$ cat config.mk
export PLATFORM = sky130hd
export DESIGN_NAME = coffee_order_fsm_flat
export DESIGN_NICKNAME = d
export VERILOG_FILES = /design/src/rtl/coffee_pkg.sv /design/src/rtl/coffee_order_fsm_if.sv /design/src/rtl/btn_edge.sv /design/src/rtl/coffee_order_fsm.sv /design/src/flat_wrapper.sv
export SDC_FILE = /design/constraint.sdc
export NUM_CORES = 1
export LEC_CHECK = 0
export BUFFER_PORTS_ARGS = -buffer_cell sky130_fd_sc_hd__buf_2
export CAP_MARGIN = 20
export CORE_MARGIN = 10
export CORE_UTILIZATION = 49
export DETAILED_ROUTE_END_ITERATION = 8
export PLACE_DENSITY = 0.73
export SLEW_MARGIN = 20
export SYNTH_ARGS = -nofsm -noshare
export SYNTH_HDL_FRONTEND = slang
export SYNTH_SLANG_ARGS = --single-unit
$ cat constraint.sdc
create_clock -name clk -period 1.6 [get_ports clk]
set_input_delay 0.48 -clock clk [delete_from_list [all_inputs] [get_ports clk]]
set_output_delay 0.48 -clock clk [all_outputs]
set_load 0.01 [all_outputs]
$ cat src/rtl/coffee_pkg.sv
// Shared types and constants for the coffee order controller and its bench.
package coffee_pkg;

    typedef enum logic [2:0] {
        IDLE,
        COLLECT,
        CHECK,
        DISPENSE,
        DONE,
        REFUND
    } state_t;

    localparam logic [2:0] DRINK_EXPRESSO    = 3'd1;
    localparam logic [2:0] DRINK_COFFEE_MILK = 3'd2;
    localparam logic [2:0] DRINK_CAPUCCINO   = 3'd3;
    localparam logic [2:0] DRINK_MOCACCINO   = 3'd4;

    localparam int PRICE_EXPRESSO    = 3;
    localparam int PRICE_COFFEE_MILK = 4;
    localparam int PRICE_CAPUCCINO   = 5;
    localparam int PRICE_MOCACCINO   = 7;

    function automatic logic is_valid_drink(input logic [2:0] code);
        return (code >= DRINK_EXPRESSO) && (code <= DRINK_MOCACCINO);
    endfunction

endpackage

$ cat src/rtl/coffee_order_fsm_if.sv
// Front-panel buttons, subtractor handshake and user-facing results of the order controller.
interface coffee_order_fsm_if;

    logic       coin_btn;
    logic [1:0] coin_value;
    logic       sel_btn;
    logic [2:0] coffee_sel;
    logic       confirm_btn;
    logic       cancel_btn;
    logic       sub_enable;
    logic [3:0] sub_change;
    logic [2:0] coffee_type;
    logic [3:0] total_coins;
    logic       confirm;
    logic       dispense;
    logic [3:0] change_out;
    logic [3:0] refund;
    logic       refund_valid;
    logic       coin_reject;
    logic       short_funds;

    // master: the panel plus subtractor side; slave: the order controller
    modport master (
        output coin_btn, coin_value, sel_btn, coffee_sel, confirm_btn, cancel_btn,
               sub_enable, sub_change,
        input  coffee_type, total_coins, confirm, dispense, change_out, refund,
               refund_valid, coin_reject, short_funds
    );

    modport slave (
        input  coin_btn, coin_value, sel_btn, coffee_sel, confirm_btn, cancel_btn,
               sub_enable, sub_change,
        output coffee_type, total_coins, confirm, dispense, change_out, refund,
               refund_valid, coin_reject, short_funds
    );

endinterface

$ cat src/rtl/btn_edge.sv
// Rising-edge detector for a button level; the previous level is registered.
module btn_edge (
    input  logic clk,
    input  logic rst,
    input  logic btn,
    output logic rise
);

    logic prev;

    // NOTE: sequential state uses non-blocking assignments so every flop samples pre-edge values.
    always_ff @(posedge clk) begin
        if (!rst) prev <= 1'b0;
        else      prev <= btn;
    end

    assign rise = btn & ~prev;

endmodule

$ cat src/rtl/coffee_order_fsm.sv
// Order-collection controller: latches drink and coins, consults the subtractor on confirm,
// then sequences dispense, refund, cancel and inactivity timeout.
module coffee_order_fsm
    import coffee_pkg::*;
#(
    parameter int MAX_COINS       = 15,
    parameter int DISPENSE_CYCLES = 8,
    parameter int TIMEOUT_CYCLES  = 1000
) (
    input  logic               clk,
    input  logic               rst,
    coffee_order_fsm_if.slave  bus
);

    localparam int TW = $clog2(TIMEOUT_CYCLES);
    localparam int DW = $clog2(DISPENSE_CYCLES + 1);
    localparam logic [TW-1:0] TIMEOUT_LAST  = TW'(TIMEOUT_CYCLES - 1);
    localparam logic [DW-1:0] DISPENSE_LAST = DW'(DISPENSE_CYCLES - 1);

    logic coin_rise, sel_rise, confirm_rise, cancel_rise, any_rise;

    btn_edge u_coin    (.clk(clk), .rst(rst), .btn(bus.coin_btn),    .rise(coin_rise));
    btn_edge u_sel     (.clk(clk), .rst(rst), .btn(bus.sel_btn),     .rise(sel_rise));
    btn_edge u_confirm (.clk(clk), .rst(rst), .btn(bus.confirm_btn), .rise(confirm_rise));
    btn_edge u_cancel  (.clk(clk), .rst(rst), .btn(bus.cancel_btn),  .rise(cancel_rise));

    assign any_rise = coin_rise | sel_rise | confirm_rise | cancel_rise;

    state_t        state;
    logic [2:0]    coffee_type;
    logic [3:0]    total;
    logic          confirm, dispense, refund_valid, coin_reject, short_funds;
    logic [3:0]    change_out, refund;
    logic [TW-1:0] timeout_cnt;
    logic [DW-1:0] dispense_cnt;
    logic [4:0]    coin_sum;

    // One bit wider so a saturating overflow is visible before it is committed.
    assign coin_sum = {1'b0, total} + {3'b000, bus.coin_value};

    always_ff @(posedge clk) begin
        if (!rst) begin
            state        <= IDLE;
            coffee_type  <= '0;
            total        <= '0;
            confirm      <= 1'b0;
            dispense     <= 1'b0;
            change_out   <= '0;
            refund       <= '0;
            refund_valid <= 1'b0;
            coin_reject  <= 1'b0;
            short_funds  <= 1'b0;
            timeout_cnt  <= '0;
            dispense_cnt <= '0;
        end else begin
            // Strobes default low here and are raised below only on the cycle they fire.
            coin_reject  <= 1'b0;
            short_funds  <= 1'b0;
            refund_valid <= 1'b0;
            refund       <= '0;

            case (state)
                IDLE: begin
                    if (coin_rise && bus.coin_value != 2'd0) coin_reject <= 1'b1;
                    if (sel_rise && is_valid_drink(bus.coffee_sel)) begin
                        coffee_type <= bus.coffee_sel;
                        timeout_cnt <= '0;
                        state       <= COLLECT;
                    end
                end

                COLLECT: begin
                    if (any_rise) timeout_cnt <= '0;
                    if (cancel_rise) begin
                        state <= REFUND;
                    end else if (confirm_rise) begin
                        confirm <= 1'b1;
                        state   <= CHECK;
                    end else if (coin_rise) begin
                        if (bus.coin_value != 2'd0) begin
                            if (coin_sum <= 5'(MAX_COINS)) total <= coin_sum[3:0];
                            else                           coin_reject <= 1'b1;
                        end
                    end else if (sel_rise) begin
                        if (is_valid_drink(bus.coffee_sel)) coffee_type <= bus.coffee_sel;
                    end else if (timeout_cnt == TIMEOUT_LAST) begin
                        state <= REFUND;
                    end else begin
                        timeout_cnt <= timeout_cnt + 1'b1;
                    end
                end

                CHECK: begin
                    confirm <= 1'b0;
                    if (bus.sub_enable) begin
                        change_out   <= bus.sub_change;
                        dispense     <= 1'b1;
                        dispense_cnt <= '0;
                        state        <= DISPENSE;
                    end else begin
                        short_funds <= 1'b1;
                        timeout_cnt <= '0;
                        state       <= COLLECT;
                    end
                end

                DISPENSE: begin
                    if (dispense_cnt == DISPENSE_LAST) begin
                        dispense <= 1'b0;
                        state    <= DONE;
                    end else begin
                        dispense_cnt <= dispense_cnt + 1'b1;
                    end
                end

                DONE: begin
                    total       <= '0;
                    coffee_type <= '0;
                    change_out  <= '0;
                    state       <= IDLE;
                end

                REFUND: begin
                    // Strobe is emitted on leaving REFUND so a reset taken here suppresses it.
                    refund       <= total;
                    refund_valid <= 1'b1;
                    total        <= '0;
                    coffee_type  <= '0;
                    state        <= IDLE;
                end

                default: state <= IDLE;
            endcase
        end
    end

    assign bus.coffee_type  = coffee_type;
    assign bus.total_coins  = total;
    assign bus.confirm      = confirm;
    assign bus.dispense     = dispense;
    assign bus.change_out   = change_out;
    assign bus.refund       = refund;
    assign bus.refund_valid = refund_valid;
    assign bus.coin_reject  = coin_reject;
    assign bus.short_funds  = short_funds;

endmodule
$ cat src/flat_wrapper.sv
// flat-port wrapper written by rule: the top's interface ports become plain ports
module coffee_order_fsm_flat import coffee_pkg::*;
#(
    parameter int MAX_COINS       = 15,
    parameter int DISPENSE_CYCLES = 8,
    parameter int TIMEOUT_CYCLES  = 1000
)
  (clk, rst, bus_coin_btn, bus_coin_value, bus_sel_btn, bus_coffee_sel, bus_confirm_btn, bus_cancel_btn, bus_sub_enable, bus_sub_change, bus_coffee_type, bus_total_coins, bus_confirm, bus_dispense, bus_change_out, bus_refund, bus_refund_valid, bus_coin_reject, bus_short_funds);
  coffee_order_fsm_if bus_i ();
  input  logic clk;
  input  logic rst;
  input wire logic [$bits(bus_i.coin_btn)-1:0] bus_coin_btn;
  input wire logic [$bits(bus_i.coin_value)-1:0] bus_coin_value;
  input wire logic [$bits(bus_i.sel_btn)-1:0] bus_sel_btn;
  input wire logic [$bits(bus_i.coffee_sel)-1:0] bus_coffee_sel;
  input wire logic [$bits(bus_i.confirm_btn)-1:0] bus_confirm_btn;
  input wire logic [$bits(bus_i.cancel_btn)-1:0] bus_cancel_btn;
  input wire logic [$bits(bus_i.sub_enable)-1:0] bus_sub_enable;
  input wire logic [$bits(bus_i.sub_change)-1:0] bus_sub_change;
  output wire logic [$bits(bus_i.coffee_type)-1:0] bus_coffee_type;
  output wire logic [$bits(bus_i.total_coins)-1:0] bus_total_coins;
  output wire logic [$bits(bus_i.confirm)-1:0] bus_confirm;
  output wire logic [$bits(bus_i.dispense)-1:0] bus_dispense;
  output wire logic [$bits(bus_i.change_out)-1:0] bus_change_out;
  output wire logic [$bits(bus_i.refund)-1:0] bus_refund;
  output wire logic [$bits(bus_i.refund_valid)-1:0] bus_refund_valid;
  output wire logic [$bits(bus_i.coin_reject)-1:0] bus_coin_reject;
  output wire logic [$bits(bus_i.short_funds)-1:0] bus_short_funds;
  assign bus_i.coin_btn = bus_coin_btn;
  assign bus_i.coin_value = bus_coin_value;
  assign bus_i.sel_btn = bus_sel_btn;
  assign bus_i.coffee_sel = bus_coffee_sel;
  assign bus_i.confirm_btn = bus_confirm_btn;
  assign bus_i.cancel_btn = bus_cancel_btn;
  assign bus_i.sub_enable = bus_sub_enable;
  assign bus_i.sub_change = bus_sub_change;
  assign bus_coffee_type = bus_i.coffee_type;
  assign bus_total_coins = bus_i.total_coins;
  assign bus_confirm = bus_i.confirm;
  assign bus_dispense = bus_i.dispense;
  assign bus_change_out = bus_i.change_out;
  assign bus_refund = bus_i.refund;
  assign bus_refund_valid = bus_i.refund_valid;
  assign bus_coin_reject = bus_i.coin_reject;
  assign bus_short_funds = bus_i.short_funds;
  coffee_order_fsm #(.MAX_COINS(MAX_COINS), .DISPENSE_CYCLES(DISPENSE_CYCLES), .TIMEOUT_CYCLES(TIMEOUT_CYCLES)) u_core (.clk(clk), .rst(rst), .bus(bus_i));
endmodule
==> results.yml, run 1 <==
run_status:
  outcome: "finished with violations"
  violations: "negative setup slack"
job:
  drv_cap: 0
grt:
  use_met2: 0.228
  antenna_found_initial: 0
  met3_usage: 0.0400
  grt_pass1_vias: 1857
  use_met1: 0.191
  grt_pass1_wl_um: 8760
  grt-ovfl-total: 0
  grt_max_degree: 27
  globalRoute.busiestLayer: "met2"
  grtUsageTotal: 0.147
clocking:
  path_clk_slew_ps: 80
  clk_latency_ps: 300
  clkSinkCount: 41
  cts_buffers: 5
  cts-htree-levels: 2
  cts_tree: "yes"
  cts.path.max_buffers: 2
  cts-root-buf: "clkbuf_8"
min_path:
  min_to: "u_core.bus.short_funds"
  hp-start: "bus_sub_enable"
  holdPathStages: 2
  hp-class: "input port to register"
setup_path:
  worstPathArrival_ps: 1860
  end_kind: "register"
  crit_buf_inv: 1
  crit_chain: "ha_4, inv_2, fa_2, nand3b_1, nand3_2, or3_4, a21oi_2"
  crit_slowest_cell: "or3_4"
  path_max_fanout: 5
  cpLargestDelayFamily: "simple AND/OR/NAND/NOR gates"
  slowest_delay_ps: 390
  r2r_slack_ps: -20
  ff2ff_path_depth: 7
  reg2reg_to: "u_core.bus.total_coins[2]"
  required_ps: 1840
  cp-start-kind: "register"
  worstSetupPathType: "register to register"
  r2r_start: "u_core.bus.total_coins[0]"
logic_synthesis:
  synth_area_mm2: 0.00193
  yosys.area.top_type: "dfxtp_1"
  synth_fa_ha_area_frac: 0.0362
  syn_inst: 225
  yosys_warnings: 0
  synth_xor_area_frac: 0.0181
  synth_top_area_frac: 0.424
  synth_top_family_by_area: "simple AND/OR/NAND/NOR gates"
  synth.area.mux_share: 0.0207
  avgSynthCellArea_um2: 8.60
  synthTopCellsByArea: "dfxtp_1 42%, a21oi_1 4.7%, nand3_1 4.4%"
  synth_cell_types: 46
  syn_nets: 246
  synthSimpleGateAreaFrac: 0.318
  synth_compound_area_frac: 0.150
  seq_area_frac_synth: 0.424
  synth-seq-cells: 41
layout:
  fin_nets: 329
  drive_gt1_frac: 0.411
  postLayoutCellArea_mm2: 0.00273
  area_growth_pct: 41.0
  antennaDiodeCount: 0
  post-route-util: 0.729
timing:
  drv_slew: 0
  timing.fmax_ghz: 0.616
  tightest_slew_ps: 301
  rsz0062_at_grt: "true"
  timing.hold.ws_ps: 394
  skew_ps: 8.94
  fin_crit_sh: 1.01
  hold_viol_final: 0
  setup_viol: 2
  slew_headroom: 0.799
  post-route-min-period_ps: 1620
  layout_setup_ws_ps: -22.5
floorplan:
  fp.dieW_um: 82.8
  io_pins: 36
  die-area_mm2: 0.00686
  num_rows: 22
  die_y_um: 82.8
  core_area_mm2: 0.00374
  start_util: 0.517
routing:
  drc: 0
  wire_per_inst_um: 15.7
  vias: 2020
  drt-vias-per-instance: 5.66
  drt-initial-drc-count: 197
  postRouteAntennaNets: 0
  firstDrtPassIters: 4
  wl_um: 5600
placed_design:
  io_buffers: 35
  place_congestion: 0.888
  place_hpwl_um: 3950
  place_area_mm2: 0.00246
pwr:
  p_int_mw: 1.58
  seqPwrFrac: 0.497
  p_leak_nw: 1.17
  power_density_mw_per_mm2: 775
  p_switching_mw: 0.538
  share_comb_of_total_power: 0.148
  clockPowerShare: 0.355
  swShare: 0.254
  peakVddDrop_mv: 0.520
kinds of logic after synthesis:
group | Yosys count
buffers and inverters | 15
adder cells (fa/ha/maj) | 5
XOR/XNOR | 4
flip-flops | 41
multiplexers | 4
AO/OA/AOI/OAI | 46
AND/OR/NAND/NOR | 110
how the worst max path moves through the flow:
stage | from | endpoint | slack (ps) | cells after the start
5_1_grt | u_core.bus.total_coins[0] | u_core.bus.total_coins[2] | -80 | 7
3_3_place_gp | bus_coffee_sel[1] | u_core.timeout_cnt[0] | -220 | 7
3_5_place_dp | bus_coin_value[0] | u_core.bus.total_coins[2] | -290 | 8
4_1_cts | u_core.timeout_cnt[7] | u_core.state[1] | 2 | 6
6_report | u_core.bus.total_coins[0] | u_core.bus.total_coins[2] | -20 | 7
2_1_floorplan | bus_coin_value[0] | u_core.bus.total_coins[2] | -30 | 7
cells in the final DEF (no fill, tap or decap), types with 4 or more instances in the layout:
cell      count
a21oi_1      15
a31oi_1       5
and2_1        7
and3_1        4
buf_2        35
buf_4        46
clkbuf_8      7
dfxtp_1      30
dfxtp_2      11
inv_1         6
mux2i_1       4
nand2_1      18
nand2b_1      5
nand3_1      17
nand4_1      10
nor2_1       19
o21ai_0       6
stage by stage:
stage                     power [mW]  setup TNS (ps)  std cells  setup slack (ps)
after global placement          1.34           -3310        340              -224
after global routing            2.19            -340        357             -80.2
after floorplan                 1.22           -25.7        225             -25.7
after detailed placement        1.35           -3960        340              -295
after CTS                       2.08               0        348              1.72
final                           2.11           -28.8        357             -22.5
power by group through the flow:
stage / sequential, mW / clock [mW] / combinational, mW
global placement: 1.07 / 0 / 0.272
global route: 1.05 / 0.797 / 0.341
CTS: 1.05 / 0.752 / 0.282
finish: 1.05 / 0.750 / 0.313
floorplan: 1.08 / 0 / 0.142
detailed placement: 1.07 / 0 / 0.279
worst register-to-register path: cells and delay by family, from the launching register on:
family / cells / cell delay, ps
fa+ha+maj: 2 / 360
compound gates: 1 / 120
flops: 1 / 340
buf+inv: 1 / 50
simple gates: 3 / 710
Yosys cell counts, drive strengths merged:
cell type,instances
inv,7
fa,1
and3,5
and3b,1
o221a,1
o22ai,1
a221o,1
o21ai,9
o311a,1
and2b,1
clkbuf,4
nor3b,2
nand2,20
and2,7
or4,2
nand3b,3
nand3,18
mux2i,4
a31oi,5
and4,2
nor3,3
a21oi,18
a211oi,1
nor2b,3
nor4,1
dfxtp,41
xor2,3
nand4,10
o211ai,3
buf,4
ha,4
nor2,21
o21a,3
o32ai,3
xnor2,1
or3,3
nand4b,1
nand2b,6
or2,1
routing by layer:
layer	share of wire	wire length (um)
met5	0	0
met4	0.013	70
met3	0.072	401
met2	0.50	2780
met1	0.42	2350
final cells by class:
cell class	count	area (um^2)
Clock buffer	7	96.3
Clock inverter	1	5.00
Fill cell	306	1020
Inverter	7	26.3
Multi-Input combinational cell	169	1140
Sequential cell	41	835
Tap cell	48	60.1
Timing Repair Buffer	84	563
registers in the layout, indices dropped and copies added (netlist names), 3 cells and up:
signal,count
u_core.bus.total_coins,4
u_core.dispense_cnt,4
u_core.bus.coffee_type,3
u_core.bus.refund,4
u_core.bus.change_out,4
u_core.state,3
u_core.timeout_cnt,10
timing repair:
action / CTS / global route
gates resized for setup: 4 / 27
setup endpoints to repair: 11 / 23
pin swaps: 2 / 14
hold endpoints to repair: 0 / 0
hold buffers: 0 / 0
buffers inserted: 0 / 9
No activity file was read; power rests on OpenSTA's default activity.
==> run 2, diff against run 1 <==
- ABC_AREA: unset -> 1
- PLACE_DENSITY: 0.73 -> 0.72
==> results.yml, run 2 <==
timing:
  rsz0062_at_grt: "true"
  tns_ps: 0
  tightest_slew_ps: 444
  hold_viol_final: 0
  timing.fmax_ghz: 0.627
  fin_crit_sh: 0.998
  timing.hold.ws_ps: 375
  setup_viol: 0
  skew_ps: 4.45
  post-route-min-period_ps: 1600
  drv_slew: 0
  slew_headroom: 0.702
logic_synthesis:
  avgSynthCellArea_um2: 6.89
  synth_top_area_frac: 0.418
  seq_area_frac_synth: 0.418
  synth_xor_area_frac: 0.0134
  syn_nets: 306
  synth_compound_area_frac: 0.103
  syn_inst: 285
  yosys.area.top_type: "dfxtp_1"
  synth.area.mux_share: 0
  synth-seq-cells: 41
  synth_cell_types: 29
  synth_top_family_by_area: "simple AND/OR/NAND/NOR gates"
  yosys_warnings: 0
  ys_top_cells_by_count: "71 x nand2_1, 46 x nor2_1, 41 x dfxtp_1, 39 x inv_1, 22 x a21oi_1"
  synth_edf_count: 0
  synth_area_mm2: 0.00196
  async_reset_ff_frac: 0
  yosysMostFrequentCell: "nand2_1"
  synth_fa_ha_area_frac: 0.0357
  synthSimpleGateAreaFrac: 0.346
  synth_ff_type: "dfxtp_1"
  synthTopCellsByArea: "dfxtp_1 42%, nand2_1 14%, nor2_1 8.8%"
clocking:
  cts.path.max_buffers: 2
  clkSinkCount: 41
  cts_tree: "yes"
  cts-root-buf: "clkbuf_8"
  holdBufCountCts: 0
  cts-htree-levels: 2
  cts_buffers: 5
  path_clk_slew_ps: 80
  clk_latency_ps: 290
run_status:
  outcome: "complete, no violations"
layout:
  final_common_cell: "nand2_1"
  multi_input_area_mm2: 0.00103
  postLayoutCellArea_mm2: 0.00251
  fin_nets: 367
  area_growth_pct: 27.6
  largest_reg_flops: 10
  layout_common_cells: "68 x nand2_1, 45 x nor2_1, 40 x dfxtp_1"
  fillers: 319
  drive_gt1_frac: 0.265
  regArea_um2: 822
  antennaDiodeCount: 0
  regMostFlops: "u_core.timeout_cnt"
  final-instance-count-excl-fill: 395
routing:
  vias: 1890
  firstDrtPassIters: 4
  wl_um: 4420
  drc: 0
  wire_per_inst_um: 11.2
  drt-vias-per-instance: 4.78
  postRouteAntennaNets: 0
  drt-initial-drc-count: 76
setup_path:
  slowest_delay_ps: 350
  crit_slowest_cell: "dfxtp_2"
  crit_start: "u_core.bus.total_coins[0]"
  worstPathArrival_ps: 1790
  ff2ff_path_depth: 11
  critPathCapture: "u_core.bus.total_coins[3]"
  path_max_fanout: 4
  end_kind: "register"
  cpLargestDelayFamily: "simple AND/OR/NAND/NOR gates"
  crit_buf_inv: 2
  r2r_slack_ps: 4
  worstSetupPathType: "register to register"
  required_ps: 1790
  crit_chain: "ha_4, inv_2, fa_2, inv_2, nand2_2, nor2_4, nor2_1, nand2_2, nand2_4, a21oi_2, nor2_1"
  r2r_start: "u_core.bus.total_coins[0]"
  reg2reg_to: "u_core.bus.total_coins[3]"
  cp.depth: 11
  cp-start-kind: "register"
placed_design:
  place_hpwl_um: 3310
  place_area_mm2: 0.00233
  place_congestion: 0.805
  io_buffers: 35
  post-place-cells: 381
floorplan:
  die-area_mm2: 0.00694
  start_util: 0.521
  die_y_um: 83.3
  io_pins: 36
  num_rows: 22
  core_area_mm2: 0.00377
  fp.dieW_um: 83.3
grt:
  grt-ovfl-total: 0
  antenna_found_initial: 0
  grt_pass1_vias: 1851
  grt_max_degree: 15
  grtUsageTotal: 0.129
  grt_pass1_wl_um: 7840
pwr:
  peakVddDrop_mv: 0.825
  power_density_mw_per_mm2: 851
  p_total_mw: 2.13
  p_leak_nw: 1.21
min_path:
  hp-class: "input port to register"
  holdPathStages: 3
job:
  drv_cap: 0
run 2: cell types whose count changed after synthesis, moves of 5 or more:
cell,before,now
nand2_1,19,71
nand2b_1,6,0
a31oi_1,5,0
inv_1,7,39
nor2_1,20,46
and3_1,5,0
nand4_1,10,5
and2_1,7,0
run 2: cell families (layout without fill, tap and decap cells):
logic type | Yosys count | count (layout)
adder cells (fa/ha/maj) | 5 | 5
XOR/XNOR | 3 | 3
AND/OR/NAND/NOR | 154 | 154
flip-flops | 41 | 41
buffers and inverters | 44 | 106
AO/OA/AOI/OAI | 38 | 38
run 2: power breakdown:
part | switching [mW] | total (mW) | leakage, nW | internal (mW)
clock | 0.356 | 0.746 | 0.0542 | 0.390
sequential | 0.0194 | 1.07 | 0.333 | 1.05
combinational | 0.199 | 0.316 | 0.822 | 0.117
total | 0.574 | 2.13 | 1.21 | 1.56
run 2: tightest hold or removal path, stage by stage:
cell and delay, ps:
buf_2 90, nand2_1 40, inv_1 40
run 2: timing repair:
action / 4_1_cts / 5_1_grt
resized for setup: 3 / 6
cloned: 0 / 0
pin swaps: 6 / 0
hold endpoints to repair: 0 / 0
setup buffers: 6 / 0
setup endpoints to repair: 4 / 5
run 2: worst min-delay path by stage:
| stage | end | slack [ps] | from |
|---|---|---|---|
| 6_report | u_core.u_sel.prev | 370 | bus_sel_btn |
| 5_1_grt | u_core.u_sel.prev | 380 | bus_sel_btn |
| 4_1_cts | u_core.u_sel.prev | 370 | bus_sel_btn |
| 3_5_place_dp | u_core.bus.confirm | 460 | u_core.bus.confirm |
| 3_3_place_gp | u_core.bus.confirm | 450 | u_core.bus.confirm |
| 2_1_floorplan | u_core.dispense_cnt[0] | 460 | u_core.dispense_cnt[0] |
run 2: area by class of cell:
| type | count | area share |
|---|---|---|
| Sequential cell | 41 | 0.328 |
| Inverter | 42 | 0.0629 |
| Multi-Input combinational cell | 200 | 0.411 |
| Clock buffer | 7 | 0.0384 |
| Tap cell | 48 | 0.0240 |
| Timing Repair Buffer | 56 | 0.134 |
| Clock inverter | 1 | 0.00200 |
run 2: routing by layer:
metal / up-vias / GRT usage / wire length (um) / share of wire
met5: - / 0 / 0 / 0
met3: 7 / 0.0498 / 200 / 0.045
met1: 835 / 0.153 / 2150 / 0.49
met4: 0 / 0.0323 / 41 / 0.0093
met2: 34 / 0.212 / 2030 / 0.46
li1: 1014 / - / - / -
run 2: per-stage QoR:
step | worst slack, ps | util
detailed placement | -331 | 0.617
global placement | -297 | 0.617
finish | 3.88 | 0.665
global route | -127 | 0.665
floorplan | -114 | -
CTS | -5.15 | 0.659
==> run 3, diff against run 2 <==
- CORE_UTILIZATION: 49 -> 50
- CTS_CLUSTER_SIZE: unset -> 28
- PLACE_DENSITY: 0.72 -> 0.73
- SYNTH_HIERARCHICAL: unset -> 1
==> results.yml, run 3 <==
layout:
  drive_gt1_frac: 0.234
  largest_reg_flops: 10
  area_growth_pct: 19.5
  final-instance-count-excl-fill: 414
  fin_nets: 384
  regMostFlops: "u_core/timeout_cnt"
  antennaDiodeCount: 0
  layout_common_cells: "70 x nand2_1, 43 x inv_1, 40 x dfxtp_1"
  final_common_cell: "nand2_1"
min_path:
  hp-class: "input port to register"
clocking:
  cts_tree: "yes"
  cts-htree-levels: 2
  cts.path.max_buffers: 2
  cts_buffers: 5
  cts-root-buf: "clkbuf_8"
  clkSinkCount: 41
  path_clk_slew_ps: 80
  holdBufCountCts: 0
  clk_latency_ps: 290
placed_design:
  place_hpwl_um: 3700
  io_buffers: 35
  post-place-cells: 405
  pre_cts_slack_ps: -298
  place_congestion: 0.890
grt:
  globalRoute.busiestLayer: "met2"
  grt_pass1_wl_um: 8380
  grt-ovfl-total: 0
  use_met1: 0.153
  met3_usage: 0.0545
  antenna_found_initial: 0
  grt_pass1_vias: 1987
  use_met2: 0.226
  grt_max_degree: 18
  grtUsageTotal: 0.134
logic_synthesis:
  synth_ff_type: "dfxtp_1"
  synth_area_mm2: 0.00213
  yosysMostFrequentCell: "nand2_1"
  synth_fa_ha_area_frac: 0.0329
  synth_compound_area_frac: 0.112
  synth-seq-cells: 41
  synth_xor_area_frac: 0
  synth_top_area_frac: 0.385
  synthTopCellsByArea: "dfxtp_1 39%, nand2_1 13%, nand3_1 7.8%"
  synth.area.mux_share: 0
  avgSynthCellArea_um2: 6.74
  ys_top_cells_by_count: "73 x nand2_1, 43 x inv_1, 41 x dfxtp_1, 37 x nor2_1, 33 x nand3_1"
  yosys.area.top_type: "dfxtp_1"
  yosys_warnings: 6
  async_reset_ff_frac: 0
  seq_area_frac_synth: 0.385
  synth_top_family_by_area: "simple AND/OR/NAND/NOR gates"
  syn_nets: 337
  synth_cell_types: 28
  syn_inst: 316
  synthSimpleGateAreaFrac: 0.374
  synth_edf_count: 0
setup_path:
  worstPathArrival_ps: 1840
  cp-start-kind: "register"
  required_ps: 1830
  worstSetupPathType: "register to register"
  crit_slowest_cell: "fa_2"
  crit_chain: "ha_4, fa_2, nand3_2, nand2_2, o21ai_4, buf_6, a21oi_1, a21oi_1"
  cp_common_cell: "a21oi_1"
  end_kind: "register"
  path_max_fanout: 4
  slowest_delay_ps: 400
timing:
  slew_headroom: 0.746
  rsz0062_at_grt: "true"
  hold_viol_final: 0
  layout_setup_ws_ps: -7.44
  post-route-min-period_ps: 1610
  setup_viol: 3
  timing.fmax_ghz: 0.622
  drv_slew: 0
  skew_ps: 7.10
  fin_crit_sh: 1.00
  tightest_slew_ps: 380
  timing.hold.ws_ps: 381
routing:
  drc: 0
  firstDrtPassIters: 4
  vias: 2078
  drt-initial-drc-count: 105
  postRouteAntennaNets: 0
  wl_um: 4880
  drt-vias-per-instance: 5.02
  wire_per_inst_um: 11.8
pwr:
  power_density_mw_per_mm2: 897
  p_total_mw: 2.28
  peakVddDrop_mv: 0.645
  p_leak_nw: 1.23
run_status:
  violations: "negative setup slack"
  outcome: "finished with violations"
floorplan:
  die-area_mm2: 0.00727
  num_rows: 23
  start_util: 0.525
  core_area_mm2: 0.00406
  io_pins: 36
  fp.dieW_um: 85.3
  die_y_um: 85.3
job:
  drv_cap: 0
run 3: critical path, delay by kind of cell (launching register included):
family / cells / cell delay (ps)
adder cells (fa/ha/maj): 2 / 560
AND/OR/NAND/NOR: 2 / 160
buffers and inverters: 1 / 130
flip-flops: 1 / 340
AO/OA/AOI/OAI: 3 / 340
run 3: metal layers:
metal	part of all wire	routed length, um	up-vias
li1	-	-	1101
met4	0.0029	14	0
met1	0.46	2220	928
met5	0	0	-
met3	0.071	347	2
met2	0.47	2300	47
run 3: area by class of cell:
type	instances	area, um^2
fill	383	1510
multi-input combinational	224	1140
sequential	41	822
timing repair buffer	46	262
inverter	45	169
clock buffer	5	68.8
tap	50	62.6
clock inverter	3	17.5
run 3: path summary, 6_finish.rpt:
| kind | from | end | slack (ps) | cells past startpoint |
|---|---|---|---|---|
| max | u_core/bus.total_coins[0] | u_core/bus.total_coins[0] | -7 | 8 |
| max reg2reg | u_core/bus.total_coins[0] | u_core/bus.total_coins[0] | -7 | 8 |
| min reg2reg | u_core/bus.confirm | u_core/bus.confirm | 480 | 2 |
| min | bus_cancel_btn | u_core/u_cancel/prev | 380 | 3 |
run 3: logic make-up (layout without fill, tap and decap cells):
logic type      count (synthesis)  in the layout
buf+inv                        51             99
compound gates                 45             45
simple gates                  174            174
fa+ha+maj                       5              5
flops                          41             41
run 3: repair_timing:
action | 4_1_cts | 5_1_grt
hold endpoints to repair | 0 | 0
endpoints found under the setup margin | 4 | 4
pin swaps | 3 | 3
gates resized for setup | 1 | 7
setup buffers | 0 | 1
run 3: power breakdown:
part           internal (mW)  switching [mW]
combinational          0.195           0.293
clock                  0.301           0.367
sequential              1.08          0.0506
run 3: metrics by stage:
step	setup TNS (ps)	utilization	area [um^2]
finish	-20.9	0.628	2550
global route	-225	0.628	2550
CTS	0	0.619	2510
detailed placement	-1170	0.597	2420
global placement	-995	0.597	2420
floorplan	-265	-	2150
